===== config.mk =====
export PLATFORM = sky130hd
export DESIGN_NAME = imm_instr_encoder_flat
export DESIGN_NICKNAME = d
export VERILOG_FILES = /design/src/rtl/imm_instr_encoder_if.sv /design/src/rtl/imm_instr_encoder.sv /design/src/flat_wrapper.sv
export SDC_FILE = /design/constraint.sdc
export NUM_CORES = 1
export LEC_CHECK = 0
export ABC_AREA = 1
export BUFFER_PORTS_ARGS = -buffer_cell sky130_fd_sc_hd__buf_2
export CAP_MARGIN = 20
export CORE_MARGIN = 2
export CORE_UTILIZATION = 38
export DETAILED_ROUTE_END_ITERATION = 7
export HOLD_SLACK_MARGIN = 0.08
export PLACE_DENSITY = 0.72
export SLEW_MARGIN = 40
export SYNTH_ARGS = -nofsm -noshare
export SYNTH_HDL_FRONTEND = slang
export SYNTH_SLANG_ARGS = --single-unit

===== constraint.sdc =====
create_clock -name clk -period 1.5 [get_ports clk]
set_input_delay 0.15 -clock clk [delete_from_list [all_inputs] [get_ports clk]]
set_output_delay 0.15 -clock clk [all_outputs]
set_load 0.02 [all_outputs]

===== src/rtl/imm_instr_encoder_if.sv =====
// rtl/imm_instr_encoder_if.sv - request/response bus of the immediate instruction encoder
interface imm_instr_encoder_if #(
  parameter int ADDR_W = 8
);
  logic              InValid;
  logic              InReady;
  logic [6:0]        InOpcode;
  logic [4:0]        InRd;
  logic [4:0]        InRs1;
  logic [4:0]        InRs2;
  logic [2:0]        InFunct3;
  logic [63:0]       InImm;
  logic              OutValid;
  logic              OutReady;
  logic [31:0]       OutInstr;
  logic [ADDR_W-1:0] OutAddr;

  modport master (
    output InValid, InOpcode, InRd, InRs1, InRs2, InFunct3, InImm, OutReady,
    input  InReady, OutValid, OutInstr, OutAddr
  );

  modport slave (
    input  InValid, InOpcode, InRd, InRs1, InRs2, InFunct3, InImm, OutReady,
    output InReady, OutValid, OutInstr, OutAddr
  );
endinterface


===== src/rtl/imm_instr_encoder.sv =====
// rtl/imm_instr_encoder.sv - packs I/S/B fields into RV64 words with sequential addresses (optional IMM_ENC_ROUNDTRIP_EN checker)
module imm_instr_encoder #(
  parameter int ADDR_W      = 8,
  parameter bit HALT_ON_ERR = 1'b1
) (
  input  logic                clk,
  input  logic                rst_n,
  imm_instr_encoder_if.slave  bus,
  input  logic                Clear,
  output logic                ErrFlag,
  output logic [7:0]          ErrCount,
  output logic                Halted,
  output logic                CheckErr
);
  localparam logic [6:0] OP_IMM    = 7'b0010011;
  localparam logic [6:0] OP_LOAD   = 7'b0000011;
  localparam logic [6:0] OP_STORE  = 7'b0100011;
  localparam logic [6:0] OP_BRANCH = 7'b1100011;

  typedef enum logic {ST_RUN, ST_HALT} state_t;

  state_t            state_q, state_d;
  logic              out_valid_q, out_valid_d;
  logic [31:0]       out_instr_q, out_instr_d;
  logic [ADDR_W-1:0] out_addr_q, out_addr_d;
  logic              err_flag_q, err_flag_d;
  logic [7:0]        err_count_q, err_count_d;

  logic        is_i, is_s, is_b;
  logic        fits12, fits13, legal;
  logic [31:0] enc_word;
  logic        in_ready, accept, take_good, take_bad, word_done;

  // Format decode, immediate range check and field packing
  always_comb begin
    is_i     = (bus.InOpcode == OP_IMM) || (bus.InOpcode == OP_LOAD);
    is_s     = (bus.InOpcode == OP_STORE);
    is_b     = (bus.InOpcode == OP_BRANCH);
    fits12   = (&bus.InImm[63:11]) || !(|bus.InImm[63:11]);
    fits13   = (&bus.InImm[63:12]) || !(|bus.InImm[63:12]);
    legal    = ((is_i || is_s) && fits12) || (is_b && fits13 && !bus.InImm[0]);
    enc_word = '0;
    if (is_i) begin
      enc_word = {bus.InImm[11:0], bus.InRs1, bus.InFunct3, bus.InRd, bus.InOpcode};
    end else if (is_s) begin
      enc_word = {bus.InImm[11:5], bus.InRs2, bus.InRs1, bus.InFunct3,
                  bus.InImm[4:0], bus.InOpcode};
    end else if (is_b) begin
      enc_word = {bus.InImm[12], bus.InImm[10:5], bus.InRs2, bus.InRs1, bus.InFunct3,
                  bus.InImm[4:1], bus.InImm[11], bus.InOpcode};
    end
  end

  // Single output register: a new request fits only when the slot is empty or draining
  assign in_ready  = (state_q == ST_RUN) && (!out_valid_q || bus.OutReady);
  assign accept    = bus.InValid && in_ready;
  assign take_good = accept && legal;
  assign take_bad  = accept && !legal;
  assign word_done = out_valid_q && bus.OutReady;

  // Run/halt control: a rejected request halts only when configured to
  always_comb begin
    state_d = state_q;
    case (state_q)
      ST_RUN:  if (take_bad && HALT_ON_ERR) state_d = ST_HALT;
      ST_HALT: if (Clear) state_d = ST_RUN;
      default: state_d = ST_RUN;
    endcase
  end

  // Output word, address counter and error bookkeeping; Clear applies before a same-cycle error
  always_comb begin
    out_valid_d = out_valid_q;
    out_instr_d = out_instr_q;
    out_addr_d  = out_addr_q;
    err_flag_d  = err_flag_q;
    err_count_d = err_count_q;
    if (word_done) begin
      out_valid_d = 1'b0;
      out_addr_d  = out_addr_q + ADDR_W'(1);
    end
    if (take_good) begin
      out_valid_d = 1'b1;
      out_instr_d = enc_word;
    end
    if (Clear) begin
      err_flag_d  = 1'b0;
      err_count_d = '0;
    end
    if (take_bad) begin
      err_flag_d = 1'b1;
      if (err_count_d != 8'hFF) err_count_d = err_count_d + 8'd1;
    end
  end

  // State and register update with synchronous reset
  always_ff @(posedge clk) begin
    if (!rst_n) begin
      state_q     <= ST_RUN;
      out_valid_q <= 1'b0;
      out_instr_q <= '0;
      out_addr_q  <= '0;
      err_flag_q  <= 1'b0;
      err_count_q <= '0;
    end else begin
      state_q     <= state_d;
      out_valid_q <= out_valid_d;
      out_instr_q <= out_instr_d;
      out_addr_q  <= out_addr_d;
      err_flag_q  <= err_flag_d;
      err_count_q <= err_count_d;
    end
  end

  assign bus.InReady  = in_ready;
  assign bus.OutValid = out_valid_q;
  assign bus.OutInstr = out_instr_q;
  assign bus.OutAddr  = out_addr_q;
  assign ErrFlag      = err_flag_q;
  assign ErrCount     = err_count_q;
  assign Halted       = (state_q == ST_HALT);

`ifdef IMM_ENC_ROUNDTRIP_EN
  logic [63:0] dec_imm;
  logic        check_err_q, check_err_d;

  // Re-extract the immediate from the packed word as the immediate generator would
  always_comb begin
    dec_imm = '0;
    if (is_i) begin
      dec_imm = {{52{enc_word[31]}}, enc_word[31:20]};
    end else if (is_s) begin
      dec_imm = {{52{enc_word[31]}}, enc_word[31:25], enc_word[11:7]};
    end else if (is_b) begin
      dec_imm = {{51{enc_word[31]}}, enc_word[31], enc_word[7], enc_word[30:25],
                 enc_word[11:8], 1'b0};
    end
  end

  // Sticky mismatch flag, set alongside the word being loaded into the output register
  always_comb begin
    check_err_d = Clear ? 1'b0 : check_err_q;
    if (take_good && (dec_imm != bus.InImm)) check_err_d = 1'b1;
  end

  // Mismatch flag register
  always_ff @(posedge clk) begin
    if (!rst_n) check_err_q <= 1'b0;
    else        check_err_q <= check_err_d;
  end

  assign CheckErr = check_err_q;
`else
  assign CheckErr = 1'b0;
`endif
endmodule

===== src/flat_wrapper.sv =====
// flat-port wrapper written by rule: the top's interface ports become plain ports
module imm_instr_encoder_flat 
#(
  parameter int ADDR_W      = 8,
  parameter bit HALT_ON_ERR = 1'b1
)
  (clk, rst_n, Clear, ErrFlag, ErrCount, Halted, CheckErr, bus_InValid, bus_InOpcode, bus_InRd, bus_InRs1, bus_InRs2, bus_InFunct3, bus_InImm, bus_OutReady, bus_InReady, bus_OutValid, bus_OutInstr, bus_OutAddr);
  imm_instr_encoder_if #(.ADDR_W(ADDR_W)) bus_i ();
  input  logic clk;
  input  logic rst_n;
  input  logic Clear;
  output logic ErrFlag;
  output logic [7:0] ErrCount;
  output logic Halted;
  output logic CheckErr;
  input wire logic [$bits(bus_i.InValid)-1:0] bus_InValid;
  input wire logic [$bits(bus_i.InOpcode)-1:0] bus_InOpcode;
  input wire logic [$bits(bus_i.InRd)-1:0] bus_InRd;
  input wire logic [$bits(bus_i.InRs1)-1:0] bus_InRs1;
  input wire logic [$bits(bus_i.InRs2)-1:0] bus_InRs2;
  input wire logic [$bits(bus_i.InFunct3)-1:0] bus_InFunct3;
  input wire logic [$bits(bus_i.InImm)-1:0] bus_InImm;
  input wire logic [$bits(bus_i.OutReady)-1:0] bus_OutReady;
  output wire logic [$bits(bus_i.InReady)-1:0] bus_InReady;
  output wire logic [$bits(bus_i.OutValid)-1:0] bus_OutValid;
  output wire logic [$bits(bus_i.OutInstr)-1:0] bus_OutInstr;
  output wire logic [$bits(bus_i.OutAddr)-1:0] bus_OutAddr;
  assign bus_i.InValid = bus_InValid;
  assign bus_i.InOpcode = bus_InOpcode;
  assign bus_i.InRd = bus_InRd;
  assign bus_i.InRs1 = bus_InRs1;
  assign bus_i.InRs2 = bus_InRs2;
  assign bus_i.InFunct3 = bus_InFunct3;
  assign bus_i.InImm = bus_InImm;
  assign bus_i.OutReady = bus_OutReady;
  assign bus_InReady = bus_i.InReady;
  assign bus_OutValid = bus_i.OutValid;
  assign bus_OutInstr = bus_i.OutInstr;
  assign bus_OutAddr = bus_i.OutAddr;
  imm_instr_encoder #(.ADDR_W(ADDR_W), .HALT_ON_ERR(HALT_ON_ERR)) u_core (.clk(clk), .rst_n(rst_n), .bus(bus_i), .Clear(Clear), .ErrFlag(ErrFlag), .ErrCount(ErrCount), .Halted(Halted), .CheckErr(CheckErr));
endmodule

# Word-level counts from Yosys, hierarchy flattened
# Index checks and enable logic that the tools add are counted.
[word_totals] reg_bits=51 in_bits=94 output_inout_bits=53
[op_classes] addsub=2 n_eq_ne=5 n_mux=13 bitwise=1 n_reduce_logical=25
[op_table] operator="2-to-1 mux 32 bit" n=3
[op_table] operator="AND reduction 53 bit" n=1
[op_table] operator="OR reduction 53 bit" n=1
[op_table] operator="AND reduction 52 bit" n=1
[op_table] operator="OR reduction 52 bit" n=1
[op_table] operator="2-to-1 mux 8 bit" n=3
[op_table] operator="adder 8 x 1 -> 8 bit, second input constant" n=2
[op_table] operator="logical AND 1 bit" n=8
[op_table] operator="inequality test 8 bit, second input constant" n=1
[op_table] operator="== test 7 x 2 -> 1 bit, second input constant" n=1
[op_table] operator="== test 7 x 5 -> 1 bit, second input constant" n=1
[op_table] operator="== test 7 x 6 -> 1 bit, second input constant" n=1
[op_table] operator="== test 7 bit, second input constant" n=1
[op_table] operator="logical OR 1 bit" n=6
[op_table] operator="2-to-1 mux 1 bit" n=6
[op_table] operator="logical NOT 1 bit" n=5
[op_table] operator="nonzero test 2 bit" n=2
[op_table] operator="case mux 1 bit (2 select lines)" n=1
[op_table] operator="NOT 1 bit" n=1

# Logic depth before layout (Yosys ltp)
# Gate-level depths: netlist (run 1).
[logic_depth] word_depth=10 ltp_mapped=15 mapped_depth_nobuf=14

# Worst setup path after synthesis (run 1)
# Ideal clock, no wire load.
[synth_timing] path_type="flip-flop to flip-flop" from="reg u_core.err_count_q[0], in the netlist u_core.ErrCount[0]" to="reg u_core.err_count_q[1], in the netlist u_core.ErrCount[1]" arrival_ps=1662 slack_ps=-234 stages_incl_launch_ff=10 period_less_slack_ps=1734 path_cell_list="dfxtp_1 -> inv_1 -> nor2_1 -> ha_1 -> nand3_1 -> nor2_2 -> nand3_2 -> o21ai_0 -> nand4_1 -> a21oi_1"
[synth_between] elab_chain_cells=4 word_cells_on_any_way=5 cone_classes="add/sub (1); eq/ne (1); mux (3)"
[synth_rtl] item="start, declared" line_no="imm_instr_encoder.sv:27" source="logic [7:0] err_count_q, err_count_d;"
[synth_rtl] item="start signal, assigned" line_no="imm_instr_encoder.sv:111" source="err_count_q <= err_count_d;"
[synth_rtl] item="2-to-1 mux 8 bit *" line_no="imm_instr_encoder.sv:86" source="if (Clear) begin"
[synth_rtl] item="adder 8 x 1 -> 8 bit / inequality test 8 bit (equally long branches)" line_no="imm_instr_encoder.sv:92" source="if (err_count_d != 8'hFF) err_count_d = err_count_d + 8'd1;"
[synth_rtl] item="2-to-1 mux 8 bit *" line_no="imm_instr_encoder.sv:92"
[synth_rtl] item="2-to-1 mux 8 bit *" line_no="imm_instr_encoder.sv:90" source="if (take_bad) begin"
# Every way passes the cells marked *; elsewhere a longest branch is shown, timed or not.
# A chain may end at the register's enable or synchronous reset.

# Worst setup path in the final report (run 1)
# Same ends and word-level chain as after synthesis.

==> results.toml, run 1 <==
[yosys]
postSynthNetCount = 593
mux_cell_area_share_after_synthesis_pct = 0
synth.top_cell.area_share_pct = 33.21
area_of_the_mapped_netlist_sq_mm = 0.003074
synth_common_cells = "nand2_1 (137), nor2_1 (113), dfxtp_1 (51)"
synth_seq_cells = 51
synth_enable_flop_cells = 0
synth.distinct_cells = 35
synth-adder-area-share_pct = 0.8140
synth-xor-area-share_pct = 0.8547
avgSynthCellArea_sq_um = 6.186
synth.area.top_cells = "dfxtp_1 (33%), nand2_1 (17%), nor2_1 (14%), nand3_1 (6.5%), inv_1 (4.6%)"
async_flop_share_pct = 0
netlist.top_cell.by_area = "dfxtp_1"
synth_compound_gate_area_share_pct = 8.832
synth-simple-area-share_pct = 47.74
count_of_warnings_emitted_by_yosys = 0
synthCells = 497
synthFlopType = "dfxtp_1"
synth_seq_area_share_pct = 33.21
synth_top_family_by_area = "simple AND/OR/NAND/NOR gates"
synth_most_common_cell = "nand2_1"

[layout]
finish.cell_count_without_fillers = 774
synthToLayoutAreaGrowth_pct = 41.11
fin_util_pct = 55.85
final_nets = 767
antenna_cells = 0
post_route_cells_drive_above_1_share_pct = 33.93

[place]
gpl.final_weighted_congestion = 0.9470
numPlacedInstances = 766
half_perimeter_wire_length_after_placement_mm = 7.384
io_buffers = 145

[sta]
setup-violations-final = 1
highest_clock_frequency_the_design_can_meet_mhz = 656.9
maxSlewViolCount = 0
fin_crit_ps = 1522
fin_crit_sh_pct = 101.5
finalWorstSetupSlack_ps = -22.22
setup_repair_after_global_routing_missed_its_margin = "true"
finClkSkew_ps = 5.912
timing_hold_violations_final = 0

[floorplan]
starting_density_of_the_core_pct = 39.58
fp.coreArea_sq_mm = 0.007767
rows = 32
number_of_ports_placed_on_the_die_boundary = 147
die_w_um = 93.95
die_area_sq_mm = 0.008826
die_y_um = 93.95

[clocking]
clock_tree_from_tritoncts = "yes"
cts_setup_buffers = 0
cts.sinks = 51
htree_num_levels = 2
cts.path.max_buffers = 2
cts_made_buffers = 5
postCtsHoldBufs = 0
clock-root-buffer = "clkbuf_8"
clk_latency_ps = 300
cts.clk_slew.worst_paths_ps = 90

[route]
routed_wire_length_per_instance_um = 11.74
vias_per_cell = 4.739
via_count = 3668
drt-initial-drc-count = 145
drt_drc_violations_left = 0
detail-route-antenna-nets = 0
firstDrtPassIters = 5
routed_wirelength_mm = 9.083

[setup_path]
regToRegStartpoint = "u_core.ErrCount[0]"
critPathCaptureType = "flop"
crit_type = "reg -> reg"
worstRegToRegCells = 9
path_max_fanout = 8
startpoint_type = "flop"
reg2reg_capture_point = "u_core.ErrCount[1]"
minimum_setup_slack_among_reg_to_reg_paths_ps = -20
critPathRequiredTime_ps = 1720
critical_path_data_arrival_time_ps = 1740

[grt]
global_route.overflow_total = 0
vias_in_the_first_global_route = 3344
grt_max_degree = 26
global_route_wire_length_before_repair_mm = 14.48
globalRouteTotalUtil_pct = 19.87
grt_antenna_before_repair = 0

[power]
power.combinational.fraction_pct = 15.8
ir_drop_uv = 604.0
power.switching_fraction_pct = 25.69
p_per_area_mw_per_mm2 = 634.4
p_int_w = 0.002045
power.leakage_nw = 2.113
p_switching_w = 0.0007069
seq_power_share_pct = 49.7
p_clk_share_pct = 34.5

[hold_path]
worstHoldStart = "bus_InImm[6]"
hold_path_end = "u_core.bus.OutInstr[26]"
timing.hold.worst.class = "in -> reg"
min_delay_path_depth = 3

[outcome]
failed_checks = "setup timing"
run_status = "finished with violations"

[flow_run]
max-cap-violations = 0
==> repair_timing <==
| action | 4_1_cts | 5_1_grt |
|---|---|---|
| gates cloned | 0 | 0 |
| resized for setup | 2 | 8 |
| setup endpoints to repair | 5 | 16 |
| pin swaps | 6 | 3 |
==> cell families after synthesis <==
logic type | after synthesis
simple gates | 334
other cells | 1
compound gates | 48
flops | 51
buf+inv | 58
xor+xnor | 3
fa+ha+maj | 2
==> critical path, stage by stage, from the launching register on <==
cell     delay, ps
dfxtp_4        360
inv_4           40
nor2_4         100
ha_4           160
nand3_4         70
nor2_4         130
nand3_4        120
o21ai_1        170
nand4_1        120
a21oi_2        170
==> final cells by class <==
class	count	area, sq um
Multi-Input combinational cell	388	1867
Sequential cell	51	1030
Fill cell	795	3430
Clock buffer	5	68.82
Timing Repair Buffer	181	1021
Clock inverter	3	43.79
Inverter	44	180.2
Tap cell	102	127.6
==> metrics by stage <==
step	area, sq um	hold slack (ps)	TNS, ps	worst slack, ps	total power [W]
after floorplan	3132	285.7	-19.66	-19.66	0.001587
after global placement	4188	423.7	-2924	-104.0	0.001825
after detailed placement	4188	427.6	-2725	-117.8	0.001830
after CTS	4314	103.2	-1.156	-1.156	0.002778
after global routing	4338	113.8	-302.6	-125.7	0.002879
final	4338	110.2	-22.22	-22.22	0.002752
==> flip-flops by register name (all words and copies together) (netlist names) <==
| name | cells |
|---|---|
| u_core.Halted | 1 |
| u_core.bus.OutInstr | 32 |
| u_core.ErrFlag | 1 |
| u_core.bus.OutAddr | 8 |
| u_core.ErrCount | 8 |
| u_core.bus.OutValid | 1 |
==> power by group through the flow <==
stage / clock network (W) / registers (W) / logic [W]
6_report: 0.000948 / 0.00137 / 0.000435
5_1_grt: 0.00102 / 0.00137 / 0.000484
4_1_cts: 0.000976 / 0.00137 / 0.000434
3_5_place_dp: 0 / 0.00140 / 0.000431
3_3_place_gp: 0 / 0.00140 / 0.000425
2_1_floorplan: 0 / 0.00141 / 0.000176
==> routing by layer <==
layer  routed length, um  share of wire, %  up-vias  global-route usage (%)
met5                   0                 0        -                       0
met4                  74              0.81        0                   3.623
met3                 477               5.3        6                   2.648
met2                4548                50       93                   35.60
met1                3983                44     1624                   25.58
li1                    -                 -     1945                       -
==> worst max-delay path by stage <==
| stage | from | to | slack [ps] |
|---|---|---|---|
| after detailed placement | bus_InImm[49] | u_core.bus.OutInstr[21] | -120 |
| after global placement | bus_InImm[46] | u_core.ErrCount[1] | -100 |
| after CTS | u_core.ErrCount[0] | u_core.ErrCount[1] | -1 |
| after floorplan | u_core.ErrCount[0] | u_core.ErrCount[1] | -20 |
| final | u_core.ErrCount[0] | u_core.ErrCount[1] | -20 |
| after global routing | u_core.ErrCount[0] | u_core.ErrCount[1] | -130 |
==> layout by cell type (no fill, tap or decap), types with 4 or more instances in the layout <==
cell / netlist / layout
nor2_4: 2 / 5
nand2_1: 137 / 137
nand4_1: 19 / 19
nor2_1: 113 / 108
o21ai_0: 9 / 7
a21oi_1: 27 / 25
inv_2: 3 / 4
nand3_1: 40 / 39
a22oi_1: 9 / 9
nor2_2: 9 / 11
dfxtp_1: 51 / 48
clkbuf_8: 0 / 5
inv_1: 38 / 36
buf_4: 1 / 34
buf_2: 2 / 145
No activity file was read; power rests on OpenSTA's default activity.
==> run 2, diff against run 1 <==
--- a/config.mk
+++ b/config.mk
@@ -8,11 +8,13 @@
 export ABC_AREA = 1
 export BUFFER_PORTS_ARGS = -buffer_cell sky130_fd_sc_hd__buf_2
 export CAP_MARGIN = 20
+export CELL_PAD_IN_SITES_DETAIL_PLACEMENT = 1
+export CELL_PAD_IN_SITES_GLOBAL_PLACEMENT = 1
 export CORE_MARGIN = 2
-export CORE_UTILIZATION = 38
+export CORE_UTILIZATION = 28
 export DETAILED_ROUTE_END_ITERATION = 7
 export HOLD_SLACK_MARGIN = 0.08
-export PLACE_DENSITY = 0.72
+export PLACE_DENSITY = 0.8
 export SLEW_MARGIN = 40
 export SYNTH_ARGS = -nofsm -noshare
 export SYNTH_HDL_FRONTEND = slang
==> run 2 against run 1 <==
Clock-buffer cell count unchanged. Highest routed layer unchanged. Hold slack worse by 21 ps. The run still ends with setup timing left. Setup slack gained 7.2 ps. First-iteration DRC count is 35% lower. Clock skew increased by 2.9 ps. Sequential cell count stayed put. Routed wire length rose by 26%. Final cell count grew 5.3%. Total power fell by 2.4%. Clock power decreased by 9.9%. Sequential power about the same.
==> results.toml, run 2 (same netlist as run 1, synthesis figures left out) <==
[sta]
maxSlewViolCount = 0
timing_hold_violations_final = 0
highest_clock_frequency_the_design_can_meet_mhz = 660.0
finalWorstSetupSlack_ps = -15.04
setup-violations-final = 3
finClkSkew_ps = 8.840
fin_crit_sh_pct = 101.0
fin_crit_ps = 1515
setup_repair_after_global_routing_missed_its_margin = "true"
holdWs_ps = 88.85

[setup_path]
crit_type = "reg -> reg"
critical_path.startpoint = "u_core.ErrCount[1]"
regToRegStartpoint = "u_core.ErrCount[1]"
critPathRequiredTime_ps = 1740
critical_path_data_arrival_time_ps = 1760
critical-path-max-stage-delay_ps = 360
slowest_stage = "dfxtp_4"
worstRegToRegCells = 9
worstPathBufferInverterCount = 1
path_max_fanout = 8
cpLargestDelayFamily = "simple AND/OR/NAND/NOR gates"
worst-path-stages = 9
timing.critical_path.cells = "inv_2, nor2_4, ha_4, nand3_4, nor2_4, nand3_4, o211ai_1, nand4_1, a21oi_1"
critPathCaptureType = "flop"
startpoint_type = "flop"

[clocking]
cts.clk_slew.worst_paths_ps = 110
cts_made_buffers = 5
clk_latency_ps = 310
clock-root-buffer = "clkbuf_8"
cts.sinks = 51
clock_tree_from_tritoncts = "yes"
cts.path.max_buffers = 2
htree_num_levels = 2

[floorplan]
die_w_um = 108.8
rows = 38
starting_density_of_the_core_pct = 28.48
fp.coreArea_sq_mm = 0.01079
die_y_um = 108.8
number_of_ports_placed_on_the_die_boundary = 147
die_area_sq_mm = 0.01183

[layout]
layout.filler_cells = 1461
layout_commonest_cell = "buf_2"
synthToLayoutAreaGrowth_pct = 43.26
postLayoutCellArea_sq_mm = 0.004404
largest_reg_flops = 32
fin_util_pct = 40.81
final_nets = 770
post_route_cells_drive_above_1_share_pct = 34.22
antenna_cells = 0
layout.cells.most_common_list = "buf_2 (145), nand2_1 (137), nor2_1 (108), dfxtp_1 (48), nand3_1 (38)"

[route]
routed_wire_length_per_instance_um = 14.05
vias_per_cell = 4.757
drt-initial-drc-count = 94
via_count = 3877
drt_drc_violations_left = 0
routed_wirelength_mm = 11.45
detail-route-antenna-nets = 0
firstDrtPassIters = 4

[place]
placed_area_sq_mm = 0.004240
dp_worst_setup_slack_ps = -240.8
half_perimeter_wire_length_after_placement_mm = 9.464
gpl.final_weighted_congestion = 0.8984
io_buffers = 145

[grt]
global_route.overflow_total = 0
globalRouteTotalUtil_pct = 19.24
grt_antenna_before_repair = 0
global_route_wire_length_before_repair_mm = 18.35
vias_in_the_first_global_route = 4005
grt_max_degree = 28

[hold_path]
timing.hold.worst.class = "in -> reg"
worstHoldStart = "bus_InImm[5]"
min_delay_path_depth = 3

[power]
power.leakage_nw = 2.129
ir_drop_uv = 397.5
p_per_area_mw_per_mm2 = 609.5

[outcome]
run_status = "finished with violations"
failed_checks = "setup timing"

[flow_run]
max-cap-violations = 0
==> run 2: repair_timing <==
action                     in CTS  in global routing
cloned                          0                  0
gates resized for setup         2                 10
hold buffers                    0                  0
buffers inserted                4                  0
setup endpoints to repair       7                 40
pin swaps                       8                  3
==> run 2: where the power goes <==
group | internal, W | switching (W)
logic | 0.000194 | 0.000267
clock network | 0.000345 | 0.000510
registers | 0.00136 | 0.00000726
total | 0.00190 | 0.000785
==> run 2: worst min-delay path: stages <==
cell and delay [ps]:
buf_2 90, nand3_1 70, a21oi_1 60
==> run 2: layout make-up <==
type	count	area (sq um)	share of cell area (%)
Inverter	44	180.2	4.091
Clock inverter	3	26.28	0.5966
Clock buffer	5	68.82	1.563
Sequential cell	51	1030	23.38
Multi-Input combinational cell	388	1868	42.41
Timing Repair Buffer	184	1056	23.98
Tap cell	140	175.2	3.977
==> run 2: per-stage QoR <==
stage	power [W]	setup TNS, ps	std cells
after CTS	0.002709	-26.81	815
final	0.002684	-16.56	815
after detailed placement	0.001856	-7713	803
after global placement	0.001839	-5335	803
after global routing	0.002804	-744.7	815
after floorplan	0.001587	-19.66	497
==> run 2: worst paths after layout <==
kind                             end  slack [ps]
max               u_core.ErrCount[4]         -20
min          u_core.bus.OutInstr[25]          90
max reg2reg       u_core.ErrCount[4]         -20
min reg2reg   u_core.bus.OutInstr[2]         440
==> run 2: layer usage <==
layer	routed length, um	global-route usage, %	up-vias
met5	0	0	-
met4	189	4.670	0
met3	419	2.809	18
met2	6056	36.47	84
met1	4786	22.54	1831
li1	-	-	1944
==> run 3, diff against run 2 <==
--- a/config.mk
+++ b/config.mk
@@ -6,15 +6,15 @@
 export NUM_CORES = 1
 export LEC_CHECK = 0
 export ABC_AREA = 1
-export BUFFER_PORTS_ARGS = -buffer_cell sky130_fd_sc_hd__buf_2
 export CAP_MARGIN = 20
 export CELL_PAD_IN_SITES_DETAIL_PLACEMENT = 1
 export CELL_PAD_IN_SITES_GLOBAL_PLACEMENT = 1
 export CORE_MARGIN = 2
-export CORE_UTILIZATION = 28
+export CORE_UTILIZATION = 37
 export DETAILED_ROUTE_END_ITERATION = 7
+export DONT_BUFFER_PORTS = 1
 export HOLD_SLACK_MARGIN = 0.08
-export PLACE_DENSITY = 0.8
+export PLACE_DENSITY = 0.77
 export SLEW_MARGIN = 40
 export SYNTH_ARGS = -nofsm -noshare
 export SYNTH_HDL_FRONTEND = slang
==> run 3 against run 2 <==
Sequential cell count unchanged. Sequential power about the same. The run now ends clean. Utilization up 6.0 points. Clock skew up 5.7 ps. Highest routed layer unchanged. Register-to-register slack better by 50 ps.
==> results.toml, run 3 (same netlist as run 1, synthesis figures left out) <==
[grt]
grt_antenna_before_repair = 0
globalRouteTotalUtil_pct = 21.96
global_route.overflow_total = 0
global_route_wire_length_before_repair_mm = 15.85
vias_in_the_first_global_route = 3362
grt_max_degree = 28

[setup_path]
critPathRequiredTime_ps = 1740
cpLargestDelayFamily = "simple AND/OR/NAND/NOR gates"
startpoint_type = "flop"
critical-path-max-stage-delay_ps = 360
timing.critical_path.cells = "inv_2, nor2_4, ha_4, nand3_4, nor2_4, nand3_4, o21ai_2, nand4_1, a21oi_2"
critical_path_data_arrival_time_ps = 1700
slowest_stage = "dfxtp_4"
worstPathBufferInverterCount = 1
critPathCaptureType = "flop"
crit_type = "reg -> reg"
path_max_fanout = 8

[route]
firstDrtPassIters = 5
drt-initial-drc-count = 111
via_count = 3345
routed_wire_length_per_instance_um = 15.61
detail-route-antenna-nets = 0
vias_per_cell = 5.154
drt_drc_violations_left = 0
routed_wirelength_mm = 10.13

[floorplan]
number_of_ports_placed_on_the_die_boundary = 147
rows = 33
die_area_sq_mm = 0.009054
die_y_um = 95.15
die_w_um = 95.15
fp.coreArea_sq_mm = 0.008134
starting_density_of_the_core_pct = 37.79

[clocking]
clock_tree_from_tritoncts = "yes"
cts.sinks = 51
clk_latency_ps = 310
htree_num_levels = 2
clock-root-buffer = "clkbuf_8"
cts_made_buffers = 5
cts.clk_slew.worst_paths_ps = 100
cts.path.max_buffers = 2

[layout]
layout.cells.most_common_list = "nand2_1 (135), nor2_1 (108), dfxtp_1 (48), nand3_1 (38), inv_1 (35)"
seq_area_sq_mm = 0.001030
postLayoutCellArea_sq_mm = 0.003805
post_route_cells_drive_above_1_share_pct = 16.73
antenna_cells = 0
layout_commonest_cell = "nand2_1"
largest_reg_flops = 32
synthToLayoutAreaGrowth_pct = 23.77
fin_util_pct = 46.78
layout.filler_cells = 1115
area_occupied_by_multi_input_gates_sq_mm = 0.001884
final_nets = 639

[sta]
finalWorstSetupSlack_ps = 31.18
finClkSkew_ps = 14.57
fin_crit_sh_pct = 97.92
setup_repair_after_global_routing_missed_its_margin = "true"
tns_ps = 0
worst-slew-pin-transition_ps = 503.8
timing.slew.headroom_pct = 66.37
fin_crit_ps = 1469
highest_clock_frequency_the_design_can_meet_mhz = 680.8
maxSlewViolCount = 0
setup-violations-final = 0
timing_hold_violations_final = 0

[power]
p_per_area_mw_per_mm2 = 704.9
ir_drop_uv = 690.3
power.leakage_nw = 1.546

[place]
io_buffers = 0
placed_area_sq_mm = 0.003463
half_perimeter_wire_length_after_placement_mm = 7.681
dp_worst_setup_slack_ps = -186.1
gpl.final_weighted_congestion = 0.8869

[flow_run]
max-cap-violations = 0

[hold_path]
timing.hold.worst.class = "in -> reg"

[outcome]
run_status = "complete, no violations"
==> run 3: cell types whose count changed in the layout (fill, tap and decap cells not counted), sizes merged <==
cell	before	now
dlygate4sd3	0	16
buf	184	37
inv	43	44
clkinv	4	2
bufinv	0	1
==> run 3: repair_timing <==
| item | in CTS | in global routing |
|---|---|---|
| gates resized for setup | 2 | 14 |
| setup buffers | 1 | 1 |
| hold buffers | 16 | 1 |
| endpoints found under the setup margin | 6 | 13 |
| endpoints found under the hold margin | 40 | 1 |
| pin swaps | 8 | 7 |
==> run 3: final timing paths <==
kind,from,to,slack (ps),depth (start not counted)
setup / recovery,u_core.ErrCount[1],u_core.ErrCount[1],30,9
hold reg to reg,u_core.bus.OutInstr[2],u_core.bus.OutInstr[2],550,2
setup reg to reg,u_core.ErrCount[1],u_core.ErrCount[1],30,9
hold / removal,bus_OutReady,u_core.bus.OutAddr[1],80,3
==> run 3: power by group <==
group / leakage, nW / switching [W] / internal [W]
registers: 0.414 / 0.00000990 / 0.00136
clock network: 0.0591 / 0.000505 / 0.000505
logic: 1.07 / 0.000183 / 0.000118
total: 1.55 / 0.000698 / 0.00198
==> run 3: worst register-to-register path, cell delays in order (launching register included) <==
cell and delay (ps):
dfxtp_4 360, inv_2 40, nor2_4 110, ha_4 160, nand3_4 70, nor2_4 120, nand3_4 130, o21ai_2 150
nand4_1 100, a21oi_2 150
==> run 3: per-stage QoR <==
step	power, W	cells	hold slack (ps)
detailed placement	0.001652	622	281.6
global route	0.002791	649	87.10
finish	0.002682	649	77.49
global placement	0.001644	622	274.4
CTS	0.002689	647	27.93
floorplan	0.001587	497	285.7
==> run 3: per-layer routing <==
layer  up-vias  track usage, %  wire length (um)  share of wire (%)
met2        91           39.91              5126                 51
met4         0           3.140                65               0.64
met3         7           5.929               667                6.6
met1      1567           26.31              4271                 42
li1       1680               -                 -                  -
met5         -               0                 0                  0
==> run 3: final cells by class <==
type                       instances  share of cell area (%)
clock buffer                       5                   1.809
clock inverter                     3                   1.184
inverter                          44                   4.538
multi-input combinational        388                   49.52
sequential                        51                   27.06
tap                              105                   3.453
timing repair buffer              53                   12.43
